==> src/rtl/mem_port_arbiter_pkg.sv <==
// Shared definitions for the memory port arbiter: owner tags, FSM states
// and the fixed fetch access size.
package mem_port_arbiter_pkg;

    typedef logic arb_owner_t;

    localparam arb_owner_t ARB_OWNER_INST = 1'b0;
    localparam arb_owner_t ARB_OWNER_DATA = 1'b1;

    typedef enum logic [1:0] {
        ARB_IDLE   = 2'd0,
        ARB_HOLD_I = 2'd1,
        ARB_HOLD_D = 2'd2
    } arb_state_e;

    // Fetches are always full-word reads.
    localparam logic [1:0] INST_SIZE = 2'd2;

    // HOLD state that keeps the port locked to the given owner.
    function automatic arb_state_e hold_state(input arb_owner_t owner);
        return (owner == ARB_OWNER_DATA) ? ARB_HOLD_D : ARB_HOLD_I;
    endfunction

endpackage

==> src/rtl/mem_port_arbiter_owner_fifo.sv <==
// arb_owner_fifo: 1-bit-wide synchronous FIFO recording which requester owns
// each accepted-but-unanswered memory transaction, oldest at the head.
// A push is accepted while full provided a pop happens in the same cycle.
module arb_owner_fifo #(
    parameter int unsigned DEPTH = 4
) (
    input  logic clk,
    input  logic resetn,
    input  logic push,
    input  logic din,
    input  logic pop,
    output logic full,
    output logic empty,
    output logic head
);

    localparam int unsigned AW = $clog2(DEPTH);
    localparam logic [AW:0] FULL_CNT = (AW + 1)'(DEPTH);

    logic [DEPTH-1:0] slots;
    logic [AW-1:0]    wr_ptr;
    logic [AW-1:0]    rd_ptr;
    logic [AW:0]      count;
    logic             push_ok;
    logic             pop_ok;

    assign full    = (count == FULL_CNT);
    assign empty   = (count == '0);
    assign head    = slots[rd_ptr];
    assign pop_ok  = pop && !empty;
    assign push_ok = push && (!full || pop_ok);

    // Storage, wrapping pointers and occupancy count.
    always_ff @(posedge clk) begin
        if (!resetn) begin
            slots  <= '0;
            wr_ptr <= '0;
            rd_ptr <= '0;
            count  <= '0;
        end else begin
            if (push_ok) begin
                slots[wr_ptr] <= din;
                wr_ptr        <= wr_ptr + 1'b1;
            end
            if (pop_ok) begin
                rd_ptr <= rd_ptr + 1'b1;
            end
            unique case ({push_ok, pop_ok})
                2'b10:   count <= count + 1'b1;
                2'b01:   count <= count - 1'b1;
                default: count <= count;
            endcase
        end
    end

endmodule

==> src/rtl/mem_port_arbiter.sv <==
// mem_port_arbiter: shares one SRAM-like memory port between the fetch (inst)
// and load/store (data) requesters. One grant at a time, held until
// mem_addr_ok; responses are routed back in issue order via an owner FIFO.
// Optional feature macro: ARB_ROUND_ROBIN_EN (round-robin when both requesters
// are pending in IDLE; default build uses fixed data-over-inst priority).
module mem_port_arbiter
    import mem_port_arbiter_pkg::*;
#(
    parameter int unsigned MAX_OUTSTANDING = 4
) (
    input  logic        clk,
    input  logic        resetn,
    input  logic        inst_req,
    input  logic [31:0] inst_addr,
    output logic        inst_addr_ok,
    output logic        inst_data_ok,
    output logic [31:0] inst_rdata,
    input  logic        data_req,
    input  logic        data_wr,
    input  logic [1:0]  data_size,
    input  logic [3:0]  data_wstrb,
    input  logic [31:0] data_addr,
    input  logic [31:0] data_wdata,
    output logic        data_addr_ok,
    output logic        data_data_ok,
    output logic [31:0] data_rdata,
    output logic        mem_req,
    output logic        mem_wr,
    output logic [1:0]  mem_size,
    output logic [3:0]  mem_wstrb,
    output logic [31:0] mem_addr,
    output logic [31:0] mem_wdata,
    input  logic        mem_addr_ok,
    input  logic        mem_data_ok,
    input  logic [31:0] mem_rdata
);

    arb_state_e state;
    logic       grant_valid;
    arb_owner_t grant_owner;
    logic       xfer;
    logic       resp;
    logic       fifo_full;
    logic       fifo_empty;
    logic       head_owner;
`ifdef ARB_ROUND_ROBIN_EN
    arb_owner_t rr_last;
`endif

    // Pick the owner of the port this cycle; HOLD states lock it.
    always_comb begin
        grant_valid = 1'b0;
        grant_owner = ARB_OWNER_DATA;
        unique case (state)
            ARB_IDLE: begin
                if (!fifo_full && (inst_req || data_req)) begin
                    grant_valid = 1'b1;
                    if (inst_req && data_req) begin
`ifdef ARB_ROUND_ROBIN_EN
                        grant_owner = (rr_last == ARB_OWNER_DATA) ? ARB_OWNER_INST : ARB_OWNER_DATA;
`else
                        grant_owner = ARB_OWNER_DATA;
`endif
                    end else begin
                        grant_owner = data_req ? ARB_OWNER_DATA : ARB_OWNER_INST;
                    end
                end
            end
            ARB_HOLD_I: begin
                grant_valid = 1'b1;
                grant_owner = ARB_OWNER_INST;
            end
            ARB_HOLD_D: begin
                grant_valid = 1'b1;
                grant_owner = ARB_OWNER_DATA;
            end
            default: grant_valid = 1'b0;
        endcase
        if (!resetn) begin
            grant_valid = 1'b0;
        end
    end

    assign xfer = grant_valid && mem_addr_ok;
    assign resp = resetn && mem_data_ok && !fifo_empty;

    // Forward the granted requester's fields to the memory port; idle payload is zero.
    always_comb begin
        mem_req      = grant_valid;
        mem_wr       = 1'b0;
        mem_size     = '0;
        mem_wstrb    = '0;
        mem_addr     = '0;
        mem_wdata    = '0;
        inst_addr_ok = 1'b0;
        data_addr_ok = 1'b0;
        if (grant_valid) begin
            if (grant_owner == ARB_OWNER_DATA) begin
                mem_wr       = data_wr;
                mem_size     = data_size;
                mem_wstrb    = data_wstrb;
                mem_addr     = data_addr;
                mem_wdata    = data_wdata;
                data_addr_ok = mem_addr_ok;
            end else begin
                mem_size     = INST_SIZE;
                mem_addr     = inst_addr;
                inst_addr_ok = mem_addr_ok;
            end
        end
    end

    // Route the in-order response to the owner at the FIFO head.
    always_comb begin
        inst_data_ok = 1'b0;
        data_data_ok = 1'b0;
        inst_rdata   = '0;
        data_rdata   = '0;
        if (resp) begin
            if (head_owner == ARB_OWNER_DATA) begin
                data_data_ok = 1'b1;
                data_rdata   = mem_rdata;
            end else begin
                inst_data_ok = 1'b1;
                inst_rdata   = mem_rdata;
            end
        end
    end

    // Grant FSM. The mem_* outputs must follow the grant in the same cycle,
    // so only the state (and rr_last) is registered; outputs are decoded above.
    always_ff @(posedge clk) begin
        if (!resetn) begin
            state <= ARB_IDLE;
`ifdef ARB_ROUND_ROBIN_EN
            rr_last <= ARB_OWNER_INST;
`endif
        end else begin
            unique case (state)
                ARB_IDLE: begin
                    if (grant_valid && !mem_addr_ok) begin
                        state <= hold_state(grant_owner);
                    end
                end
                ARB_HOLD_I, ARB_HOLD_D: begin
                    if (mem_addr_ok) begin
                        state <= ARB_IDLE;
                    end
                end
                default: state <= ARB_IDLE;
            endcase
`ifdef ARB_ROUND_ROBIN_EN
            if (xfer) begin
                rr_last <= grant_owner;
            end
`endif
        end
    end

    arb_owner_fifo #(
        .DEPTH (MAX_OUTSTANDING)
    ) u_owner_fifo (
        .clk    (clk),
        .resetn (resetn),
        .push   (xfer),
        .din    (grant_owner),
        .pop    (resp),
        .full   (fifo_full),
        .empty  (fifo_empty),
        .head   (head_owner)
    );

endmodule

==> config.mk <==
export PLATFORM = sky130hd
export DESIGN_NAME = mem_port_arbiter
export DESIGN_NICKNAME = d
export VERILOG_FILES = /design/src/rtl/mem_port_arbiter_pkg.sv /design/src/rtl/mem_port_arbiter_owner_fifo.sv /design/src/rtl/mem_port_arbiter.sv
export SDC_FILE = /design/constraint.sdc
export NUM_CORES = 1
export LEC_CHECK = 0
export ABC_AREA = 1
export ABC_CLOCK_PERIOD_IN_PS = 3250
export CAP_MARGIN = 10
export CORE_AREA = 2 2 108 110
export CTS_CLUSTER_SIZE = 20
export DETAILED_ROUTE_END_ITERATION = 10
export DIE_AREA = 0 0 110 112
export PLACE_DENSITY_LB_ADDON = 0.12
export SLEW_MARGIN = 20
export SYNTH_ARGS = -nofsm -noshare
export SYNTH_HDL_FRONTEND = slang
export SYNTH_SLANG_ARGS = --single-unit
==> constraint.sdc <==
create_clock -name clk -period 3.25 [get_ports clk]
set_input_delay 0.4875 -clock clk [delete_from_list [all_inputs] [get_ports clk]]
set_output_delay 0.4875 -clock clk [all_outputs]
set_load 0.1 [all_outputs]
==> flow_metrics.py, run 1 <==
metrics = {
    "placed_design": {
        "place_congestion": 0.863,
        "placed_area_sq_um": 6460,
        "io_buffer_count": 280,
        "dp.cells": 815,
        "dp_hpwl_microns": 11000,
    },
    "grt": {
        "track_usage_pct": 20.3,
        "grt_max_degree": 64,
        "grt_pass1_wl_microns": 19300,
        "grt_pass1_vias": 3462,
        "antenna_found_initial": 7,
        "grt.overflow.total": 0,
    },
    "cts": {
        "cts.sinks": 13,
        "ctsHtreeMaxLevel": 1,
        "clock-root-buffer": "clkbuf_16",
        "cts_buffers": 3,
        "cts_tree": "done",
        "clkLatencyLatePin_ns": 0.24,
        "postCtsHoldBufs": 0,
        "clkTransAtPathRegs_ns": 0.04,
        "cts.path.max_buffers": 2,
    },
    "synthesis": {
        "seq_area_frac_synth_pct": 12.7,
        "postSynthCellCount": 413,
        "ys_types": 24,
        "synth_seq_cells": 13,
        "yosys_most_used_dff": "dfxtp_1",
        "async_reset_ff_share_pct": 0,
        "synth_enable_flop_cells": 0,
        "syn_nets": 563,
        "synth_warnings": 0,
        "syn_area_per_cell_sq_um": 4.98,
        "syn-cell-area_sq_um": 2060,
    },
    "min_path": {
        "hold_depth": 2,
        "hold_class": "reg -> reg",
        "min_to": "u_owner_fifo.slots[0]$_SDFFE_PN0P_",
        "hold_start": "u_owner_fifo.slots[0]$_SDFFE_PN0P_",
    },
    "timing": {
        "period_needed_ns": 3.03,
        "final_max_slew_viol_count": 0,
        "tightest_slew_ns": 0.575,
        "slew_headroom_pct": 61.6,
        "finalCritPeriodShare_pct": 93.1,
        "fin_tns_setup_ns": 0,
        "finalSetupViolCount": 0,
        "hold_slack_ns": 0.486,
        "fin_worst_skew_ns": 0.000948,
        "rsz0062_at_grt": "false",
        "hold_viol": 0,
        "max_freq_mhz": 330,
    },
    "detailed_routing": {
        "ant_nets": 0,
        "wl_microns": 12900,
        "avgRoutedWirePerCell_microns": 15.7,
        "firstDrtPassIters": 4,
        "vias": 3468,
        "drtIter0Drc": 134,
        "viasPerCell": 4.22,
        "drc_errors": 0,
    },
    "cells_and_area": {
        "fin_area_sq_um": 6560,
        "num-nets-final": 827,
        "syn2layout_area_growth_pct": 219,
        "final_cell_mix": "buf_12, clkdlybuf4s50_1, nor2_1, nor2_2, nand2_1",
        "drive_gt1_share_pct": 33.0,
        "fin_cells": 821,
        "final_common_cell": "buf_12",
    },
    "setup_path": {
        "end_kind": "output port",
        "rr_startpoint": "state[0]$_SDFFE_PN0P_",
        "critPathLaunchType": "primary input",
        "worstReg2RegEnd": "u_owner_fifo.count[2]$_SDFFE_PN0P_",
        "rrSetupSlack_ns": 0.90,
        "crit_type": "in -> out",
        "worstPathRequired_ns": 2.76,
        "worst_ep_arrival_time_ns": 2.54,
        "r2r_cells": 14,
        "crit_fanout": 63,
    },
    "die": {
        "initial_utilization_pct": 18.4,
        "io_pins": 281,
        "rows": 39,
        "die-area_sq_um": 12300,
        "die_x_microns": 110,
        "die_h_microns": 112,
        "coreArea_sq_um": 11200,
    },
    "pwr": {
        "total_leakage_power_nw": 2.80,
        "peakVddDrop_uv": 543,
        "power_density_nw_per_um2": 704,
    },
    "run": {
        "maxCapViolCount": 0,
    },
    "status": {
        "outcome": "completed",
    },
}
per-stage QoR:
step,setup slack [ns],total power [mW],utilization [%]
6_report,0.224,4.62,58.7
3_3_place_gp,0.217,4.38,57.9
2_1_floorplan,-0.302,2.88,-
5_1_grt,0.0480,4.80,58.6
3_5_place_dp,0.141,4.40,57.9
4_1_cts,0.133,4.65,58.6
synthesized netlist by cell type (6+ instances only):
library cell / number / area share (%)
a21oi_1: 14 / 3.4
buf_2: 14 / 3.4
buf_6: 6 / 3.3
dfxtp_1: 13 / 13
ha_1: 8 / 4.9
inv_1: 48 / 8.8
inv_2: 6 / 1.1
nand2_1: 62 / 11
nand3_1: 10 / 2.4
nor2_1: 179 / 33
o21ai_0: 33 / 8.0
metal layers:
| layer | share of wire (%) | global-route usage (%) |
|---|---|---|
| met5 | 0.47 | 0 |
| met4 | 2.3 | 4.05 |
| met2 | 50 | 37.6 |
| met1 | 34 | 19.2 |
| met3 | 14 | 11.3 |
timing repair:
action                     in CTS  in global routing
hold endpoints to repair        0                  0
setup buffers                   0                  0
setup endpoints to repair       0                 12
resized for setup               0                  5
flip-flops by register name (all words and copies together) (netlist names):
name	count
u_owner_fifo.rd_ptr	2
u_owner_fifo.wr_ptr	2
state	2
u_owner_fifo.count	3
u_owner_fifo.slots	4
worst max-delay path by stage:
| stage | slack [ns] | depth (start not counted) | from | end |
|---|---|---|---|---|
| finish | 0.22 | 9 | resetn | mem_addr[11] |
| global route | 0.05 | 9 | resetn | mem_addr[11] |
| CTS | 0.13 | 8 | resetn | data_rdata[31] |
| detailed placement | 0.14 | 8 | resetn | inst_rdata[0] |
| global placement | 0.22 | 9 | resetn | mem_addr[11] |
| floorplan | -0.30 | 6 | mem_data_ok | data_rdata[0] |
logic make-up after synthesis:
kind of cell             share of synthesized area [%]
adder cells (fa/ha/maj)                           5.84
flip-flops                                        12.7
buffers and inverters                             18.6
AO/OA/AOI/OAI                                     13.2
AND/OR/NAND/NOR                                   49.7
cell type report:
type                            instances  area, sq um
Antenna cell                            2         5.00
Clock buffer                            4         78.8
Fill cell                            1006         4620
Inverter                               54          208
Multi-Input combinational cell        321         1570
Sequential cell                        13          260
Tap cell                              143          179
Timing Repair Buffer                  284         4260
critical path: stages:
cell             delay, ns
clkdlybuf4s50_1       0.58
inv_1                 0.14
nor2_2                0.18
nand2_1               0.09
inv_2                 0.16
buf_12                0.28
o21ai_0               0.13
nor2_1                0.25
buf_12                0.22
power by group:
group	internal [mW]	total (mW)	leakage (nW)	switching [mW]
logic	1.36	4.18	2.66	2.83
registers	0.185	0.204	0.106	0.0192
clock network	0.165	0.230	0.0382	0.0653
Power figures use the tool's default switching activity.
==> run 2, diff against run 1 <==
--- a/config.mk
+++ b/config.mk
@@ -6,7 +6,7 @@
 export NUM_CORES = 1
 export LEC_CHECK = 0
 export ABC_AREA = 1
-export ABC_CLOCK_PERIOD_IN_PS = 3250
+export ABC_CLOCK_PERIOD_IN_PS = 3700
 export CAP_MARGIN = 10
 export CORE_AREA = 2 2 108 110
 export CTS_CLUSTER_SIZE = 20
@@ -17,3 +17,4 @@
 export SYNTH_ARGS = -nofsm -noshare
 export SYNTH_HDL_FRONTEND = slang
 export SYNTH_SLANG_ARGS = --single-unit
+export TNS_END_PERCENT = 20
==> constraint.sdc (replaced) <==
create_clock -name clk -period 3.7 [get_ports clk]
set_input_delay 0.555 -clock clk [delete_from_list [all_inputs] [get_ports clk]]
set_output_delay 0.555 -clock clk [all_outputs]
set_load 0.1 [all_outputs]
==> flow_metrics.py, run 2 (same netlist as run 1, synthesis figures left out) <==
metrics = {
    "grt": {
        "grt_pass1_vias": 3325,
        "track_usage_pct": 20.7,
        "grt_max_degree": 37,
        "grt_pass1_wl_microns": 19400,
        "antenna_found_initial": 3,
        "grt.overflow.total": 0,
    },
    "min_path": {
        "hold_class": "reg -> reg",
        "min_to": "u_owner_fifo.slots[1]$_SDFFE_PN0P_",
        "hold_start": "u_owner_fifo.slots[1]$_SDFFE_PN0P_",
        "hold_depth": 2,
    },
    "placed_design": {
        "place_congestion": 0.964,
        "dp.cells": 817,
        "place_ws_ns": 0.527,
        "io_buffer_count": 280,
        "dp_hpwl_microns": 11300,
    },
    "cells_and_area": {
        "drive_gt1_share_pct": 24.2,
        "num-nets-final": 829,
        "top_register": "u_owner_fifo.slots",
        "syn2layout_area_growth_pct": 210,
        "final_cell_mix": "nor2_1, clkdlybuf4s50_1, buf_12, nand2_1, inv_1",
        "fin_cells": 821,
        "fill_cells": 1046,
        "antennaDiodeCount": 0,
        "final_common_cell": "nor2_1",
        "reg_top3": "u_owner_fifo.slots (4), u_owner_fifo.count (3)",
        "largest_register_ffs": 4,
    },
    "timing": {
        "hold_viol": 0,
        "slew_headroom_pct": 61.9,
        "fin_tns_setup_ns": 0,
        "rsz0062_at_grt": "false",
        "fin_worst_skew_ns": 0.00103,
        "hold_slack_ns": 0.492,
        "max_freq_mhz": 316,
        "period_needed_ns": 3.17,
        "setup_ws_ns": 0.533,
        "finalCritPeriodShare_pct": 85.6,
        "tightest_slew_ns": 0.571,
        "final_max_slew_viol_count": 0,
        "finalSetupViolCount": 0,
    },
    "setup_path": {
        "rrSetupSlack_ns": 1.44,
        "worstPathRequired_ns": 3.14,
        "rr_startpoint": "state[0]$_SDFFE_PN0P_",
        "startpoint": "data_req",
        "cp_common_cell": "nor2_1",
        "crit_type": "in -> out",
        "crit_fanout": 36,
        "critical_path.max_stage_delay_ns": 0.51,
        "crit_slowest_cell": "inv_2",
        "r2r_cells": 14,
        "worst_ep_arrival_time_ns": 2.61,
        "worstPathCellList": "clkdlybuf4s50_1 -> nor2_1 -> nor2_1 -> nand2_1 -> or2_4 -> nand2_4 -> inv_2 -> nor2_1 -> nor2_1 -> buf_12",
        "end_kind": "output port",
        "worstReg2RegEnd": "u_owner_fifo.count[2]$_SDFFE_PN0P_",
        "critPathLaunchType": "primary input",
    },
    "cts": {
        "cts_buffers": 3,
        "cts.sinks": 13,
        "ctsHtreeMaxLevel": 1,
        "cts.path.max_buffers": 2,
        "clock-root-buffer": "clkbuf_16",
        "clkLatencyLatePin_ns": 0.24,
        "clkTransAtPathRegs_ns": 0.04,
        "postCtsHoldBufs": 0,
        "postCtsSetupBuffers": 0,
        "cts_resized": 0,
        "cts_tree": "done",
    },
    "die": {
        "initial_utilization_pct": 18.4,
        "die_x_microns": 110,
        "die_h_microns": 112,
        "coreArea_sq_um": 11200,
        "rows": 39,
        "io_pins": 281,
        "die-area_sq_um": 12300,
    },
    "pwr": {
        "finalPower_mw": 4.04,
        "power_density_nw_per_um2": 634,
        "peakVddDrop_uv": 495,
        "total_leakage_power_nw": 2.82,
    },
    "detailed_routing": {
        "drc_errors": 0,
        "drtIter0Drc": 192,
        "viasPerCell": 4.18,
        "firstDrtPassIters": 4,
        "vias": 3432,
        "avgRoutedWirePerCell_microns": 16.4,
        "ant_nets": 0,
        "wl_microns": 13500,
    },
    "run": {
        "maxCapViolCount": 0,
    },
    "status": {
        "outcome": "completed",
    },
}
-- run 2: changes by cell type in the layout (fill, tap and decap cells not counted) --
cell | before | now
nor2_2 | 64 | 3
nor2_1 | 118 | 179
diode_2 | 2 | 0
buf_4 | 2 | 7
inv_4 | 2 | 0
inv_2 | 4 | 6
buf_12 | 142 | 139
-- run 2: per-stage QoR --
stage,utilization [%],area (sq um)
finish,57.0,6370
global route,57.0,6370
CTS,57.0,6370
detailed placement,56.3,6290
global placement,56.3,6290
floorplan,-,2060
-- run 2: worst max-delay path, delay by kind of cell --
family / cells / cell delay, ns
buffers and inverters: 3 / 1.14
AND/OR/NAND/NOR: 7 / 0.91
-- run 2: area by class of cell --
| type | count | area [sq um] | share of cell area [%] |
|---|---|---|---|
| tap | 143 | 179 | 2.81 |
| clock buffer | 4 | 78.8 | 1.24 |
| multi-input combinational | 321 | 1410 | 22.2 |
| sequential | 13 | 260 | 4.08 |
| timing repair buffer | 286 | 4240 | 66.5 |
| inverter | 54 | 203 | 3.18 |
-- run 2: where the power goes --
part | switching (mW) | internal [mW]
combinational | 2.48 | 1.18
clock | 0.0586 | 0.145
sequential | 0.0165 | 0.162
total | 2.55 | 1.49
-- run 2: metal layers --
| layer | vias to the layer above | wire length, microns | global-route usage, % |
|---|---|---|---|
| met5 | - | 27 | 0 |
| met4 | 4 | 234 | 4.47 |
| met3 | 18 | 1040 | 4.10 |
| met2 | 120 | 7360 | 40.7 |
| met1 | 1521 | 4780 | 22.0 |
| li1 | 1769 | - | - |
-- run 2: worst max path at each step --
stage	slack, ns	end	depth (start not counted)
floorplan	-0.16	data_rdata[10]	7
global placement	0.57	inst_addr_ok	9
detailed placement	0.53	mem_addr[1]	10
CTS	0.52	mem_addr[22]	10
global route	0.32	mem_addr[29]	10
finish	0.53	mem_addr[22]	10
